**config.mk**
```make
export PLATFORM = sky130hd
export DESIGN_NAME = led_trail_pwm
export DESIGN_NICKNAME = d
export VERILOG_FILES = /design/src/rtl/led_trail_pwm.sv
export SDC_FILE = /design/constraint.sdc
export NUM_CORES = 1
export LEC_CHECK = 0
export CAP_MARGIN = 40
export CORE_AREA = 2 2 97 99
export DETAILED_ROUTE_END_ITERATION = 6
export DIE_AREA = 0 0 99 101
export GPL_TIMING_DRIVEN = 1
export PLACE_DENSITY_LB_ADDON = 0.25
export SETUP_SLACK_MARGIN = 0.15
export SLEW_MARGIN = 25
export SYNTH_ARGS = -nofsm -noshare
export SYNTH_HDL_FRONTEND = slang
export SYNTH_SLANG_ARGS = --single-unit
```
**constraint.sdc**
```tcl
create_clock -name clk -period 3.8 [get_ports clk]
set_input_delay 0.76 -clock clk [delete_from_list [all_inputs] [get_ports clk]]
set_output_delay 0.76 -clock clk [all_outputs]
set_load 0.01 [all_outputs]
```
**src/rtl/led_trail_pwm.sv**
```systemverilog
// led_trail_pwm
//   Per-LED PWM brightness stage with a fading trail, downstream of the
//   knight_rider pattern generator (lclk domain). A lit pattern bit loads
//   full brightness; once it clears, brightness decays by DECAY_STEP on
//   every decay tick (one tick per DECAY_DIV cycles), saturating at zero.
//   Each channel's duty is compared against a free-running PWM counter to
//   produce a registered LED drive, gated by en.
//
//   Optional build macro: LED_TRAIL_GAMMA_EN
//     defined   -> duty = (bright*bright) >> PWM_BITS through an extra register
//                  stage (bright==MAX still maps to MAX); bright->led is 2 cycles.
//     undefined -> duty = bright (linear); bright->led is 1 cycle.
module led_trail_pwm #(
   parameter int N_LEDS     = 8,
   parameter int PWM_BITS   = 8,
   parameter int DECAY_DIV  = 125000,
   parameter int DECAY_STEP = 8
) (
   input  logic              clk,
   input  logic              rst,
   input  logic              en,
   input  logic [N_LEDS-1:0] pattern,
   output logic [N_LEDS-1:0] led,
   output logic              pwm_sync
);

   localparam int                  DIV_W    = (DECAY_DIV > 1) ? $clog2(DECAY_DIV) : 1;
   localparam logic [PWM_BITS-1:0] MAX      = {PWM_BITS{1'b1}};
   localparam logic [PWM_BITS-1:0] STEP     = PWM_BITS'(DECAY_STEP);
   localparam logic [DIV_W-1:0]    DIV_LAST = DIV_W'(DECAY_DIV - 1);

   // Decrement by one step, clamping at zero so a dim channel never wraps to bright.
   function automatic logic [PWM_BITS-1:0] sat_decay(input logic [PWM_BITS-1:0] b);
      if (b < STEP) begin
         return '0;
      end
      return b - STEP;
   endfunction

`ifdef LED_TRAIL_GAMMA_EN
   // Square-law perceptual correction; full brightness stays exactly full.
   function automatic logic [PWM_BITS-1:0] gamma_map(input logic [PWM_BITS-1:0] b);
      logic [2*PWM_BITS-1:0] prod;
      prod = (2*PWM_BITS)'(b) * (2*PWM_BITS)'(b);
      if (b == MAX) begin
         return MAX;
      end
      return prod[2*PWM_BITS-1:PWM_BITS];
   endfunction
`endif

   logic [PWM_BITS-1:0] pwm_cnt_q, pwm_cnt_d;
   logic                pwm_sync_q, pwm_sync_d;
   logic [DIV_W-1:0]    div_cnt_q, div_cnt_d;
   logic                tick;
   logic [PWM_BITS-1:0] bright_q [N_LEDS];
   logic [PWM_BITS-1:0] bright_d [N_LEDS];
   logic [PWM_BITS-1:0] duty     [N_LEDS];
   logic [N_LEDS-1:0]   led_q, led_d;

   // Free-running PWM counter, sync pulse lookahead and decay divider.
   always_comb begin
      pwm_cnt_d  = pwm_cnt_q + 1'b1;
      // Registered one cycle early so the pulse lines up with pwm_cnt==0; the
      // cycle right after reset never sees a pulse because pwm_cnt was not MAX.
      pwm_sync_d = (pwm_cnt_q == MAX);
      tick       = (div_cnt_q == DIV_LAST);
      div_cnt_d  = tick ? '0 : div_cnt_q + 1'b1;
   end

   // Per-channel brightness: reload wins over a simultaneous decay tick.
   always_comb begin
      for (int i = 0; i < N_LEDS; i++) begin
         bright_d[i] = bright_q[i];
         if (pattern[i]) begin
            bright_d[i] = MAX;
         end else if (tick) begin
            bright_d[i] = sat_decay(bright_q[i]);
         end
      end
   end

`ifdef LED_TRAIL_GAMMA_EN
   logic [PWM_BITS-1:0] duty_q [N_LEDS];

   // Gamma-corrected duty register; adds one cycle between bright and led.
   always_ff @(posedge clk) begin
      if (rst) begin
         for (int i = 0; i < N_LEDS; i++) begin
            duty_q[i] <= '0;
         end
      end else begin
         for (int i = 0; i < N_LEDS; i++) begin
            duty_q[i] <= gamma_map(bright_q[i]);
         end
      end
   end

   // Duty taken from the gamma register.
   always_comb begin
      for (int i = 0; i < N_LEDS; i++) begin
         duty[i] = duty_q[i];
      end
   end
`else
   // Linear mapping: duty is brightness itself.
   always_comb begin
      for (int i = 0; i < N_LEDS; i++) begin
         duty[i] = bright_q[i];
      end
   end
`endif

   // PWM compare; MAX is forced fully on since duty > pwm_cnt alone would miss one cycle.
   always_comb begin
      led_d = '0;
      for (int i = 0; i < N_LEDS; i++) begin
         led_d[i] = en & ((duty[i] == MAX) | (duty[i] > pwm_cnt_q));
      end
   end

   // State registers; reset clears counters, brightness and outputs together.
   always_ff @(posedge clk) begin
      if (rst) begin
         pwm_cnt_q  <= '0;
         pwm_sync_q <= 1'b0;
         div_cnt_q  <= '0;
         led_q      <= '0;
         for (int i = 0; i < N_LEDS; i++) begin
            bright_q[i] <= '0;
         end
      end else begin
         pwm_cnt_q  <= pwm_cnt_d;
         pwm_sync_q <= pwm_sync_d;
         div_cnt_q  <= div_cnt_d;
         led_q      <= led_d;
         for (int i = 0; i < N_LEDS; i++) begin
            bright_q[i] <= bright_d[i];
         end
      end
   end

   assign led      = led_q;
   assign pwm_sync = pwm_sync_q;

endmodule

```
* Yosys cells after proc, flatten, opt, wreduce, memory -nomap -nowiden
Memories as Yosys holds them, arrays and structs flattened. Index checks and enable logic that the tools add are counted.
Word-level totals: bits in registers 34, RAM bits 64, bits of input ports 11, output and inout bits 9, memories kept 1
Cells by class: add/subtract/negate cells 10, magnitude comparators 16, equality and inequality tests 10, multiplexer cells 67, bitwise logic cells 24, reduce and logical (&&, ||, !) cells 1
Memory list:
- bright_q | words 8, width 8, read ports 8, clocked after Yosys merged registers in 0, write ports 8, line 56 | logic [PWM_BITS-1:0] bright_q [N_LEDS];
Operators with widths (count):
- $mux W8 | 40
- $eq A8 B8 Y1 const B | 9
- $gt A8 B8 Y1 | 8
- $lt A8 B4 Y1 const B | 8
- $sub A8 B4 Y8 const B | 8
- $mux W1 | 27
- $add A17 B1 Y17 const B | 1
- $eq A17 B17 Y1 const B | 1
- $or A1 B1 Y1 | 16
- $add A8 B1 Y8 const B | 1
- $and A1 B1 Y1 | 8
- $reduce_or A2 Y1 | 1

* Logic depth before layout (Yosys ltp)
depth in word-level cells 8, depth in mapped cells 7, gate-level depth less buffers 6

* Worst setup path before layout
Ideal clock, no wire load.
path kind input port to flip-flop, start point input port rst, end point memory bright_q[4][5], in the netlist bright_q[1][5], setup time 0.079 ns, data arrival time 1.692 ns, path slack 2.029 ns, cell stages on the path 3, cells stage by stage clkbuf_1 or4b_2 o211ai_1
RTL lines:
- start: declaration | line 20 | input logic rst,
- end: declaration | line 56

* Final worst setup path
start point register div_cnt_q[0], end point register div_cnt_q[11]
On the way: word-level cells in the longest chain between the ends 2, elaborated cells between the ends (all ways) 3, classes of those cells 1 x add/sub; 1 x eq/ne; 1 x reduce/logical
RTL lines:
- start: declaration | line 54 | logic [DIV_W-1:0] div_cnt_q, div_cnt_d;
- start signal: assignment | line 135 | div_cnt_q <= div_cnt_d;
- parallel branches: the longest is 2 deep, another holds $add A17 B1 Y17
Parallel ways; which one is timed is not known. A chain may end at the register's enable or synchronous reset.

==> results.py <==
metrics = {
    "cts": {
        "postCtsHoldBufs": 0,
        "worst_skew_pair.late_latency_ns": 0.36,
        "cts_tree": "yes",
        "cts_htree_levels": 3,
        "cts.reportedPaths.clkPinSlew_ns": 0.09,
        "cts_resized": 0,
        "cts-root-buf": "clkbuf_8",
        "postCtsSetupBuffers": 0,
        "cts_made_buffers": 9,
        "clock_sinks": 82,
        "cts_max_path_buffers": 2,
    },
    "routing": {
        "firstDrtPassIters": 5,
        "wl_mm": 12.47,
        "antenna_left": 0,
        "drc": 0,
        "routedWlPerCell_um": 17.22,
        "drt_iter0_markers": 237,
        "vias_per_cell": 6.645,
        "vias": 4811,
    },
    "layout": {
        "final_common_cell": "dfxtp_1",
        "layout-drive-gt1-share": 0.05220,
        "fillers": 725,
        "nets": 693,
        "layout_common_cells": "dfxtp_1, ha_1, inv_1",
        "utilization": 0.6413,
        "design_area_um2": 5757,
        "num_antenna_cells": 0,
        "area_growth_pct": 9.417,
    },
    "job": {
        "cap_violations": 0,
    },
    "placement": {
        "place_area_um2": 5502,
        "gp_congestion": 0.8595,
        "io_buffers": 19,
        "hpwl_mm": 8.697,
        "dp_slack_ns": 1.336,
    },
    "setup_path": {
        "path_buf_inv": 0,
        "regToRegEndpoint": "div_cnt_q[11]",
        "crit_required_ns": 4.03,
        "crit_path_max_incr_delay_ns": 0.69,
        "start_kind": "flip-flop",
        "cp_max_fo": 16,
        "cp_cell_sequence": "ha_1 -> and4bb_2 -> nand4_1 -> nand2_1 -> nor2_1",
        "cp_slowest_cell": "nand2_1",
        "rr_worst_depth": 5,
        "worst_r2r_startpoint": "div_cnt_q[0]",
        "worstSetupPathType": "flip-flop to flip-flop",
        "crit_arrival_ns": 2.70,
        "cpLargestDelayFamily": "simple AND/OR/NAND/NOR gates",
        "end_kind": "flip-flop",
        "r2r_setup_slack_ns": 1.33,
    },
    "pwr": {
        "intPower_mw": 1.521,
        "p_total_mw": 2.137,
        "leakage_nw": 2.215,
        "irDropWorstVdd_mv": 0.2030,
        "p_clk_frac": 0.368,
        "pwr-share-comb": 0.172,
        "seqPwrFrac": 0.459,
        "power.switching_mw": 0.6157,
        "powerDensity_nw_per_um2": 371.2,
        "switching_share": 0.2881,
    },
    "synth": {
        "yosysWarnings": 0,
        "syn_inst": 594,
        "yosysUniqueCellTypes": 50,
        "yosysSeqAreaShare": 0.3120,
        "synth_ff_type": "dfxtp_1",
        "syn_area_per_cell_um2": 8.857,
        "syn_nets": 679,
        "netlist_area_um2": 5261,
        "async_reset_ff_frac": 0,
        "yosys_register_bits": 82,
        "synth_edf_count": 0,
    },
    "grt": {
        "grt_max_degree": 61,
        "grt_pass1_wl_mm": 21.07,
        "track_usage": 0.2545,
        "grt-ovfl-total": 0,
        "antenna_found_initial": 0,
        "grt_pass1_vias": 4655,
    },
    "timing": {
        "post-route-period-util": 0.6505,
        "rsz0062_at_grt": "no",
        "period_needed_ns": 2.472,
        "slew_violations": 0,
        "setup_viol": 0,
        "hold_viol_final": 0,
        "fmax_ghz": 0.4046,
        "worst_pin_slew_ns": 0.7189,
        "worst_slack_ns": 1.328,
        "fin_worst_skew_ns": 0.01058,
        "tns_ns": 0,
        "relSlewSlack": 0.5193,
    },
    "floorplanning": {
        "coreArea_um2": 8977,
        "die_w_um": 99,
        "initial_utilization": 0.5861,
        "num_rows": 35,
        "dieArea_um2": 9999,
        "dieHeight_um": 101,
        "io_pins": 20,
    },
    "hold_path": {
        "holdPathEnd": "div_cnt_q[16]",
        "hold_path_depth": 2,
        "hold_start": "div_cnt_q[16]",
        "holdCritPathClass": "flip-flop to flip-flop",
    },
    "run_status": {
        "status": "completed",
    },
}
## cell families (layout without fill, tap and decap cells)
group | count (synthesis) | in the layout | synth area share
AOI/OAI and AO/OA | 153 | 153 | 0.2162
DFF | 82 | 82 | 0.3120
adders and majority gates | 74 | 74 | 0.1760
xor gates and xnor gates | 19 | 19 | 0.03163
buffers and inverters | 71 | 90 | 0.05898
and+or+nand+nor | 195 | 195 | 0.2052
## cell usage after synthesis, types with 2 or more instances
cell type / count / area share
nand2_1: 17 / 0.012
a211oi_1: 15 / 0.021
buf_6: 5 / 0.011
clkbuf_1: 7 / 0.0050
xnor2_1: 16 / 0.027
dfxtp_1: 82 / 0.31
nor2b_1: 13 / 0.015
a2111oi_0: 3 / 0.0050
nand4_1: 32 / 0.038
nand3_1: 18 / 0.017
inv_1: 50 / 0.036
a31oi_1: 3 / 0.0036
or4b_2: 3 / 0.0057
or3_1: 10 / 0.012
o311a_1: 11 / 0.021
a21oi_1: 35 / 0.033
a41o_1: 9 / 0.017
and3_1: 2 / 0.0024
a221oi_1: 4 / 0.0067
ha_1: 74 / 0.18
o311ai_0: 2 / 0.0033
nor3_1: 30 / 0.029
buf_1: 3 / 0.0021
nor4_1: 5 / 0.0059
o211ai_1: 15 / 0.021
a221o_1: 3 / 0.0057
xor2_1: 3 / 0.0050
nor2_1: 47 / 0.034
o21a_1: 5 / 0.0071
and4_1: 6 / 0.010
a311oi_1: 29 / 0.048
buf_2: 5 / 0.0048
o21ai_0: 15 / 0.014
## worst register-to-register path, delay by kind of cell (launching register included)
kind          cells  cell delay [ns]
simple gates      4             1.62
flops             1             0.44
fa+ha+maj         1             0.29
## registers in the layout (all words and copies together) (netlist names)
register	cells
bright_q	48
div_cnt_q	17
led	8
pwm_cnt_q	8
pwm_sync	1
## stage by stage
step | hold slack [ns] | std cells
after detailed placement | 0.4748 | 707
after global placement | 0.4594 | 706
after global routing | 0.5225 | 724
after floorplan | 0.4480 | 594
final | 0.4880 | 724
after CTS | 0.4862 | 723
## worst max path at each step
stage,from,endpoint,slack (ns),cells past startpoint
finish,div_cnt_q[0],div_cnt_q[11],1.33,5
global route,div_cnt_q[0],bright_q[0][28],1.10,6
CTS,div_cnt_q[0],div_cnt_q[11],1.32,5
detailed placement,div_cnt_q[0],div_cnt_q[4],1.34,5
global placement,rst,div_cnt_q[9],1.21,5
floorplan,rst,bright_q[1][5],2.03,3
## power by group through the flow
stage | clock (mW) | sequential [mW] | combinational (mW)
3_3_place_gp | 0 | 0.996 | 0.329
3_5_place_dp | 0 | 0.999 | 0.360
2_1_floorplan | 0 | 0.981 | 0.260
5_1_grt | 0.831 | 0.989 | 0.418
4_1_cts | 0.797 | 0.979 | 0.365
6_report | 0.787 | 0.982 | 0.368
## routing by layer
metal	global-route usage	wire (um)
met1	0.3136	5461
met4	0.09168	203
met2	0.4537	6230
met5	0	0
met3	0.03467	574
## layout make-up
class / instances / area, um^2 / share of cell area
clock buffer: 9 / 123.9 / 0.02152
clock inverter: 7 / 123.9 / 0.02152
inverter: 51 / 191.4 / 0.03325
multi-input combinational: 441 / 3309 / 0.5749
sequential: 82 / 1642 / 0.2852
tap: 111 / 138.9 / 0.02413
timing repair buffer: 23 / 227.7 / 0.03956
Power figures use the tool's default switching activity.
==> RTL change 1, RTL diff (same flow settings) <==
Set the parameter `DECAY_DIV` to 31250 (it was 125000).
--- a/src/rtl/led_trail_pwm.sv
+++ b/src/rtl/led_trail_pwm.sv
@@ -13,7 +13,7 @@
 module led_trail_pwm #(
    parameter int N_LEDS     = 8,
    parameter int PWM_BITS   = 8,
-   parameter int DECAY_DIV  = 125000,
+   parameter int DECAY_DIV  = 31250,
    parameter int DECAY_STEP = 8
 ) (
    input  logic              clk,
Formal check against the unedited RTL: no difference found for any inputs over 10 cycles, from zero or initial values and one cycle with rst high; that may be too few to reach the edited logic, so the function may still have changed.
==> RTL change 1 against the unedited design <==
- hold slack lost 0.018 ns
- final area shrank 4.3%
- count of clock-buffer cells in the layout grew 2
- area after synthesis shrank 3.8%
- largest power group unchanged
- worst setup slack gained 0.23 ns
- highest routed layer unchanged
- critical path type unchanged
- via count shrank 3.7%
- wire length shrank 2.3%
- power shrank 13%
- sequential cell count shrank 2
==> RTL change 1: results (changes against the unedited design) <==
Status
  • Run status: complete, no violations (unchanged)

Hold path
  • Worst hold path endpoint: div_cnt_q[0]$_SDFF_PP0_ (was div_cnt_q[16]$_SDFF_PP0_)
  • Worst Hold Launch: div_cnt_q[0]$_SDFF_PP0_ (was div_cnt_q[16]$_SDFF_PP0_)

Setup path
  • Worst r2r path cells: 4 (was 5)
  • Origin of the critical flop-to-flop path: div_cnt_q[9]$_SDFF_PP0_ (was div_cnt_q[0]$_SDFF_PP0_)
  • FF-to-FF setup slack: 1.56 ns (was 1.33 ns)
  • Arrival time worst endpoint: 2.50 ns (was 2.70 ns)
  • Reg2reg end: bright_q[0][31]$_SDFFE_PP0P_ (was div_cnt_q[11]$_SDFF_PP0_)

Yosys
  • Netlist cell types: 42 (was 50)
  • Sequential fraction of the synthesis area: 31.6% (was 31.2%)
  • Syn nets: 676 (was 679)
  • Largest cells by area after synthesis: dfxtp_1 (32%), ha_1 (19%), nand4_1 (4.3%), a21oi_1 (4.2%), nor2_1 (4.2%) (was dfxtp_1 (31%), ha_1 (18%), a311oi_1 (4.8%), nand4_1 (3.8%), inv_1 (3.6%))
  • Syn avg cell area: 8.58 µm² (was 8.86 µm²)

Global routing
  • Initial antenna violation count: 0 (unchanged)
  • Largest net degree at the start of global routing: 40 (was 61)
  • Global-route wire length before repair: 20,300 µm (was 21,100 µm)
  • GRT Total Usage: 24.8% (was 25.4%)

Place
  • Gp weighted congestion: 0.866 (was 0.860)
  • Post-DP HPWL: 8390 µm (was 8700 µm)
  • Setup Slack @ Placement: 1.51 ns (was 1.34 ns)
  • Cells after DPL: 705 (was 707)

Route
  • Wire per inst: 16.9 µm (was 17.2 µm)
  • 1st-iter DRT viols: 181 (was 237)
  • Avg Vias per Cell: 6.41 (was 6.65)
  • Total Wirelength: 12,200 µm (was 12,500 µm)

Timing
  • Max Clock Skew: 0.00800 ns (was 0.0106 ns)
  • Slew @ Worst Pin: 0.819 ns (was 0.719 ns)

Final layout
  • Fillers: 764 (was 725)

Power
  • Worst-case vdd ir drop: 191 µV (was 203 µV)
  • Leak: 0.00208 µW (was 0.00221 µW)
==> RTL change 1: final cells by class <==
type                            instances  area share, %
Sequential cell                        80           29.1
Inverter                               47           3.20
Multi-Input combinational cell        445           58.1
Clock inverter                          5          0.591
Clock buffer                           11           2.57
Tap cell                              111           2.52
Timing Repair Buffer                   23           3.97
==> RTL change 1: worst max path at each step <==
stage                                   end  slack, ns  cells past startpoint
6_report       bright_q[0][31]$_SDFFE_PP0P_       1.56                      4
5_1_grt        bright_q[0][15]$_SDFFE_PP0P_       1.30                      5
4_1_cts        bright_q[0][31]$_SDFFE_PP0P_       1.58                      4
3_5_place_dp              led[1]$_SDFF_PP0_       1.51                      3
3_3_place_gp              led[3]$_SDFF_PP0_       1.57                      3
2_1_floorplan      div_cnt_q[10]$_SDFF_PP0_       2.12                      4
==> RTL change 1: routing by layer <==
layer	track usage [%]	up-vias	wire [µm]
li1	-	2260	-
met1	31.4	2200	5400
met2	42.5	146	5900
met3	3.88	25	607
met4	9.69	0	270
met5	0	-	0
==> RTL change 1: cell families (layout without fill, tap and decap cells) <==
family                     count (synthesis)  after routing  synth area share [%]
DFF                                       80             80                  31.6
AOI/OAI and AO/OA                        144            144                  18.8
xor gates and xnor gates                  18             18                  3.11
adders and majority gates                 75             75                  18.5
buffers and inverters                     65             86                  5.14
and+or+nand+nor                          208            208                  22.7
==> RTL change 1: critical path, cell delays in order, from the launching register on <==
cell	delay [ns]
dfxtp_1	0.41
nor4bb_1	0.44
and4_1	0.80
nand4_1	0.19
a221oi_1	0.30
==> RTL change 1: power breakdown <==
group | total, µW | switching (µW) | internal (µW)
Sequential | 955 | 68.8 | 887
Clock | 580 | 327 | 253
Combinational | 333 | 179 | 155
Total | 1870 | 574 | 1290
==> RTL change 1: metrics by stage <==
stage | area, µm² | utilization (%) | power, µW
floorplan | 5060 | - | 1190
global placement | 5320 | 59.2 | 1280
detailed placement | 5330 | 59.3 | 1300
CTS | 5500 | 61.3 | 1870
global route | 5510 | 61.4 | 1970
finish | 5510 | 61.4 | 1870
==> RTL change 2, RTL diff (same settings) <==
Without the edit above. Remove the register `led_q`: a continuous assignment takes its place, so the output `led` follows one clock earlier.
--- a/src/rtl/led_trail_pwm.sv
+++ b/src/rtl/led_trail_pwm.sv
@@ -125,7 +125,6 @@
          pwm_cnt_q  <= '0;
          pwm_sync_q <= 1'b0;
          div_cnt_q  <= '0;
-         led_q      <= '0;
          for (int i = 0; i < N_LEDS; i++) begin
             bright_q[i] <= '0;
          end
@@ -133,13 +132,14 @@
          pwm_cnt_q  <= pwm_cnt_d;
          pwm_sync_q <= pwm_sync_d;
          div_cnt_q  <= div_cnt_d;
-         led_q      <= led_d;
          for (int i = 0; i < N_LEDS; i++) begin
             bright_q[i] <= bright_d[i];
          end
       end
    end
 
+   assign led_q = led_d;
+
    assign led      = led_q;
    assign pwm_sync = pwm_sync_q;
 
Formal check against the unedited RTL: not equivalent (a bounded check fails within 4 cycles, from zero or initial values and one cycle with rst high).
==> RTL change 2 against the unedited design <==
- clock skew decreased by 0.0019 ns
- worst setup slack got worse by 1.0 ns
- sequential cell count decreased by 8
- combinational power decreased by 5%
- register-to-register slack improved by 0.26 ns
- area after synthesis decreased by 5.0%
- final area decreased by 3.8%
- power decreased by 6.1%
- wire length decreased by 6.2%
- critical endpoint is now led[5]
- largest cell class unchanged
==> RTL change 2: results (changes against the unedited design) <==
Route
  • Metal3 WL: 458 µm (was 574 µm)
  • M1 WL: 5350 µm (was 5460 µm)
  • Metal2 WL: 5660 µm (was 6230 µm)

Timing
  • Max Clock Skew: 0.00865 ns (was 0.0106 ns)

Place
  • Post-DP HPWL: 8260 µm (was 8700 µm)
  • Gp weighted congestion: 0.857 (was 0.860)

Setup path
  • Slowest stage delay, CP: 0.59 ns (was 0.69 ns)
  • CP startpoint: pwm_cnt_q[5]$_SDFF_PP0_ (was div_cnt_q[0]$_SDFF_PP0_)
  • Worst-path fanout max: 8 (was 16)
  • Critical path's top delay family: buffers and inverters (was simple AND/OR/NAND/NOR gates)

Final layout
  • Multi-input logic area: 0.00327 mm² (was 0.00331 mm²)
  • Multi-Input Combinational: 462 (was 441)
  • Largest regs: bright_q (48), div_cnt_q (17), pwm_cnt_q (8) (was bright_q (48), div_cnt_q (17))
  • Fillers: 748 (was 725)

Yosys
  • Synth Area in Compound Gates: 18.3% (was 21.6%)
  • Synth Area in Adders: 18.5% (was 17.6%)
  • Sequential fraction of the synthesis area: 29.6% (was 31.2%)
  • Netlist cell types: 45 (was 50)

Power
  • Comb power frac: 17.5% (was 17.2%)
  • Power per standard cell area: 362 mW/mm² (was 371 mW/mm²)
  • Worst-case vdd ir drop: 202 µV (was 203 µV)
  • P_clk: 771 µW (was 787 µW)
  • Internal power: 1430 µW (was 1520 µW)

Global routing
  • GRT Total Usage: 24.9% (was 25.4%)

Status
  • Run status: complete, no violations (unchanged)
RTL change 2: cell count changes after synthesis, sizes merged, moves of 12 or more:
| cell | unedited run | this run |
|---|---|---|
| a311oi | 30 | 14 |
| nor3 | 30 | 4 |
| a31oi | 3 | 32 |
| o211ai | 15 | 3 |
| nand2 | 17 | 30 |
| o21ai | 15 | 41 |
RTL change 2: cell families after synthesis:
group | after synthesis
and+or+nand+nor | 226
AOI/OAI and AO/OA | 144
adders and majority gates | 74
DFF | 74
buffers and inverters | 63
xor gates and xnor gates | 18
RTL change 2: metal layers:
layer  vias to the layer above  track usage (%)
li1                       2296                -
met1                      2223             31.3
met2                       116             43.1
met3                        16             4.09
met4                         0             8.54
met5                         -                0
RTL change 2: worst min path at each step:
stage / cells past startpoint / startpoint / to / slack, ns
after floorplan: 1 / div_cnt_q[0]$_SDFF_PP0_ / div_cnt_q[0]$_SDFF_PP0_ / 0.44
after global placement: 1 / div_cnt_q[0]$_SDFF_PP0_ / div_cnt_q[0]$_SDFF_PP0_ / 0.46
after detailed placement: 1 / div_cnt_q[0]$_SDFF_PP0_ / div_cnt_q[0]$_SDFF_PP0_ / 0.47
after CTS: 1 / div_cnt_q[0]$_SDFF_PP0_ / div_cnt_q[0]$_SDFF_PP0_ / 0.49
after global routing: 1 / div_cnt_q[0]$_SDFF_PP0_ / div_cnt_q[0]$_SDFF_PP0_ / 0.52
final: 1 / div_cnt_q[0]$_SDFF_PP0_ / div_cnt_q[0]$_SDFF_PP0_ / 0.49
RTL change 2: timing repair:
action | CTS | global route
gates resized for setup | 0 | 4
hold buffers | 0 | 0
endpoints found under the hold margin | 0 | 0
buffers inserted | 0 | 1
endpoints found under the setup margin | 0 | 4
